===== config.mk =====
export PLATFORM = sky130hd
export DESIGN_NAME = arbiter2_4
export DESIGN_NICKNAME = d
export VERILOG_FILES = /design/src/rtl/arbiter_pkg.sv /design/src/rtl/selector2_4.sv /design/src/rtl/arbiter2_4.sv
export SDC_FILE = /design/constraint.sdc
export NUM_CORES = 1
export LEC_CHECK = 0
export CORE_MARGIN = 2
export CORE_UTILIZATION = 40
export CTS_CLUSTER_SIZE = 10
export DETAILED_ROUTE_END_ITERATION = 12
export PLACE_DENSITY_LB_ADDON = 0.1
export SYNTH_ARGS = -nofsm -noshare
export SYNTH_HDL_FRONTEND = slang
export SYNTH_SLANG_ARGS = --single-unit

===== constraint.sdc =====
create_clock -name clk -period 1.65 [get_ports clk]
set_input_delay 0.2475 -clock clk [delete_from_list [all_inputs] [get_ports clk]]
set_output_delay 0.2475 -clock clk [all_outputs]
set_load 0.005 [all_outputs]

===== src/rtl/arbiter_pkg.sv =====
// Shared types and constants for the two-requester round-robin arbiter
// and the selector it drives.
package arbiter_pkg;

  typedef logic [3:0] data_t;

  typedef enum logic {
    SRC0 = 1'b0,
    SRC1 = 1'b1
  } src_t;

  localparam int DATA_W = $bits(data_t);

  // Widest supported grant counter; narrower counters saturate at a low slice of this.
  localparam int          CNT_W_LIMIT = 32;
  localparam logic [31:0] CNT_MAX     = '1;

endpackage


===== src/rtl/selector2_4.sv =====
// Two-input, 4-bit data selector: y follows d1 when s is high, else d0.
module selector2_4 (
  input  logic [3:0] d0,
  input  logic [3:0] d1,
  input  logic       s,
  output logic [3:0] y
);

  assign y = s ? d1 : d0;

endmodule


===== src/rtl/arbiter2_4.sv =====
// Round-robin arbiter for two valid/ready requesters, steering the winner
// through selector2_4 into a single-entry output register with grant counters.
module arbiter2_4
  import arbiter_pkg::*;
#(
  parameter int WIDTH      = 4,
  parameter bit RESET_PRIO = 1'b0,
  parameter int CNT_W      = 8
) (
  input  logic             clk,
  input  logic             reset,
  input  logic             req0_valid,
  input  logic [WIDTH-1:0] req0_data,
  output logic             req0_ready,
  input  logic             req1_valid,
  input  logic [WIDTH-1:0] req1_data,
  output logic             req1_ready,
  output logic             sel,
  output logic             out_valid,
  output logic [WIDTH-1:0] out_data,
  output logic             out_src,
  input  logic             out_ready,
  output logic [CNT_W-1:0] cnt0,
  output logic [CNT_W-1:0] cnt1
);

  if (WIDTH != DATA_W) begin : g_width_check
    $error("arbiter2_4: WIDTH must be 4 to match selector2_4");
  end
  if (CNT_W < 1 || CNT_W > CNT_W_LIMIT) begin : g_cnt_check
    $error("arbiter2_4: CNT_W out of range");
  end

  localparam logic [CNT_W-1:0] CNT_TOP = CNT_MAX[CNT_W-1:0];

  logic  prio;
  src_t  grant;
  logic  load;
  logic  any_valid;
  data_t sel_y;

  // Handshake: a word transfers on a clock edge where valid and ready are both
  // high. Ready may look at valid combinationally; valid never looks at ready.
  // The output register accepts when empty or being drained in the same cycle.
  assign load      = !out_valid || out_ready;
  assign any_valid = req0_valid || req1_valid;

  always_comb begin
    grant = src_t'(prio);
    if (req0_valid && !req1_valid) grant = SRC0;
    else if (req1_valid && !req0_valid) grant = SRC1;
  end

  assign sel        = grant;
  assign req0_ready = !reset && load && req0_valid && (grant == SRC0);
  assign req1_ready = !reset && load && req1_valid && (grant == SRC1);

  selector2_4 u_selector (
    .d0 (req0_data),
    .d1 (req1_data),
    .s  (sel),
    .y  (sel_y)
  );

  always_ff @(posedge clk) begin
    if (reset) begin
      out_valid <= 1'b0;
      out_data  <= '0;
      out_src   <= 1'b0;
      prio      <= RESET_PRIO;
      cnt0      <= '0;
      cnt1      <= '0;
    end else if (load) begin
      if (any_valid) begin
        out_valid <= 1'b1;
        out_data  <= sel_y;
        out_src   <= grant;
        prio      <= ~grant;
        // Counters stick at all-ones so fairness ratios are never corrupted by wrap.
        if (grant == SRC0 && cnt0 != CNT_TOP) cnt0 <= cnt0 + 1'b1;
        if (grant == SRC1 && cnt1 != CNT_TOP) cnt1 <= cnt1 + 1'b1;
      end else begin
        out_valid <= 1'b0;
      end
    end
  end

endmodule


==> impl_metrics.py <==
metrics = {
    "job": {
        "cap_viol_max_count": 0,
    },
    "critical_path": {
        "cp.required_ns": 1.87,
        "cp_max_fo": 7,
        "r2r-end": "cnt1[5]",
        "startpoint_type": "register",
        "slowest_stage": "dfxtp_1",
        "r2r_start": "cnt1[1]",
        "reg2regPathDepth": 5,
        "crit_chain": "ha_1 -> nand3_1 -> nor2_2 -> nor4b_1 -> mux2_2",
        "critPathMaxStageDelay_ns": 0.38,
        "cp_data_arrival_time_ns": 1.80,
        "setup.reg_to_reg.worst_slack_ns": 0.07,
        "criticalPathCategory": "register to register",
        "setup.worst_path.end_class": "register",
    },
    "final_layout": {
        "drive_gt1_share_pct": 20.4,
        "syn2layout_area_growth_pct": 50.5,
        "seqCellArea_sq_um": 465,
        "diodes": 0,
        "multiInputGateArea_sq_um": 622,
        "nFillCells": 264,
        "layout_common_cells": "clkdlybuf4s50_1, buf_4, dfxtp_1",
        "fin_util_pct": 61.9,
        "final_cells": 212,
        "final_common_cell": "clkdlybuf4s50_1",
        "nets": 197,
        "fin_area_sq_um": 1680,
    },
    "global_routing": {
        "grt_antenna_before_repair": 0,
        "grt_pass1_wl_mm": 5.11,
        "grt_remaining_overflow": 0,
        "grt_util_all_layers_pct": 19.4,
        "grt_pass1_vias": 1158,
        "grt_start_max_net_pins": 17,
    },
    "clock_network": {
        "cts_tree": "built",
        "cts_buffer_depth": 2,
        "cts_setup_buffers": 0,
        "clk_pin_slew_worst_paths_ns": 0.13,
        "clk_latency_ns": 0.31,
        "cts_made_buffers": 3,
        "clock-sinks": 23,
        "htree_levels": 1,
        "cts_root_buf": "clkbuf_4",
    },
    "yosys": {
        "synth_top_cell_area_share_pct": 41.3,
        "seq_area_frac_synth_pct": 41.3,
        "syn-cell-area_sq_um": 1110,
        "yosys.area.top_type": "dfxtp_1",
        "synth_edf_count": 0,
        "synth_nets": 142,
        "netlist_instances": 127,
        "ys.flop_type": "dfxtp_1",
        "ys_ff_latch": 23,
        "ys_types": 37,
        "async_flop_share_pct": 0,
        "synth_area_leaders": "dfxtp_1, a21oi_1, nor2_1",
        "avgSynthCellArea_sq_um": 8.78,
        "yosys_warnings": 0,
    },
    "placement": {
        "place_area_sq_um": 1630,
        "hpwl_mm": 2.22,
        "portBuffers": 37,
        "dp_cells": 208,
        "gp_congestion": 0.778,
    },
    "drt": {
        "firstDrtPassIters": 4,
        "dr_total_vias": 1200,
        "viasPerCell": 5.66,
        "drt_wl_total_mm": 3.02,
        "antenna_left": 0,
        "drc": 0,
        "initialDrtViolationCount": 55,
        "drt-wirelength-per-cell_microns": 14.2,
    },
    "sta": {
        "finalHoldViolations": 0,
        "finalSetupViolations": 0,
        "tightest_slew_ns": 0.386,
        "slew_headroom_pct": 74.3,
        "finalCritPeriodShare_pct": 95.8,
        "finalMaxSlewViolations": 0,
        "clock.fmax_ghz": 0.632,
        "period_needed_ns": 1.58,
        "whs_ns": 0.489,
        "skew_ns": 0.00338,
    },
    "floorplan": {
        "io_pins": 38,
        "fp.coreArea_sq_um": 2710,
        "die_h_microns": 56.8,
        "die_w_microns": 56.8,
        "die-area_sq_um": 3230,
        "rows": 19,
        "initial_core_util_pct": 41.1,
    },
    "min_path": {
        "hold_class": "primary input to register",
        "hold_path_end": "out_valid",
        "hp-start": "req1_valid",
        "worstHoldPathCells": 3,
    },
    "power_and_ir_drop": {
        "power_density_nw_per_um2": 638,
        "power.leakage_nw": 0.617,
        "peakVddDrop_mv": 0.450,
        "power.total_mw": 1.07,
    },
    "outcome": {
        "run_status": "finished clean",
    },
}
cell type report:
type | count | area share [%]
multi-input combinational | 95 | 37.1
timing repair buffer | 57 | 30.8
sequential | 23 | 27.7
tap | 31 | 2.31
clock buffer | 3 | 1.34
inverter | 2 | 0.447
clock inverter | 1 | 0.298
synth_stat cells (all sizes together) (2+ instances only):
cell / n
dfxtp: 23
o31ai: 5
nand4: 2
a21oi: 13
nor2b: 2
ha: 2
o21ai: 4
nor4b: 2
clkbuf: 2
or4: 5
a31oi: 2
and3: 4
mux2: 2
nor2: 17
a311oi: 4
nand3: 7
buf: 5
a222oi: 4
inv: 2
nand2: 6
logic make-up (layout without fill, tap and decap cells):
group,after synthesis,after routing,share of synthesized area [%]
compound gates,35,35,21.1
flops,23,23,41.3
buf+inv,9,63,4.71
mux,3,3,2.92
xor+xnor,1,1,0.786
simple gates,53,53,26.0
fa+ha+maj,3,3,3.14
what timing repair did:
item	4_1_cts	5_1_grt
pin swaps	0	0
hold buffers	0	0
setup endpoints to repair	3	5
gates resized for setup	7	8
power breakdown:
part	internal (mW)	leakage (nW)	total [mW]	switching, mW
Sequential	0.577	0.189	0.590	0.0128
Clock	0.0906	0.0177	0.270	0.180
Combinational	0.122	0.410	0.211	0.0890
Total	0.790	0.617	1.07	0.281
sequential cells by signal, indices dropped and copies added, names as in the netlist:
signal,flops
cnt0,8
cnt1,8
out_data,4
out_src,1
out_valid,1
prio,1
metrics by stage:
stage | worst slack, ns | setup TNS (ns)
floorplan | 0.0270 | 0
global placement | -0.254 | -3.78
detailed placement | -0.333 | -4.38
CTS | 0.0125 | 0
global route | -0.0118 | -0.0118
finish | 0.0689 | 0
metal layers:
layer  global-route usage [%]  up-vias  share of wire, %
met5                        0        -                 0
met4                     4.65        0              0.56
met3                     3.46        2               4.2
met2                     33.9       27                47
met1                     24.6      578                48
li1                         -      593                 -
worst max-delay path by stage:
stage / start / endpoint / slack [ns]
2_1_floorplan: cnt1[0] / cnt1[5] / 0.03
5_1_grt: cnt1[1] / cnt1[5] / -0.01
3_5_place_dp: req0_valid / cnt0[7] / -0.33
4_1_cts: out_valid / req0_ready / 0.01
3_3_place_gp: req0_valid / cnt0[5] / -0.25
6_report: cnt1[1] / cnt1[5] / 0.07
worst max-delay path: cells and delay by family (launching register included):
| kind | cells | cell delay, ns |
|---|---|---|
| DFF | 1 | 0.38 |
| muxes | 1 | 0.37 |
| and+or+nand+nor | 3 | 0.53 |
| adders and majority gates | 1 | 0.21 |
Note: power is estimated with default switching activity, not from simulation.
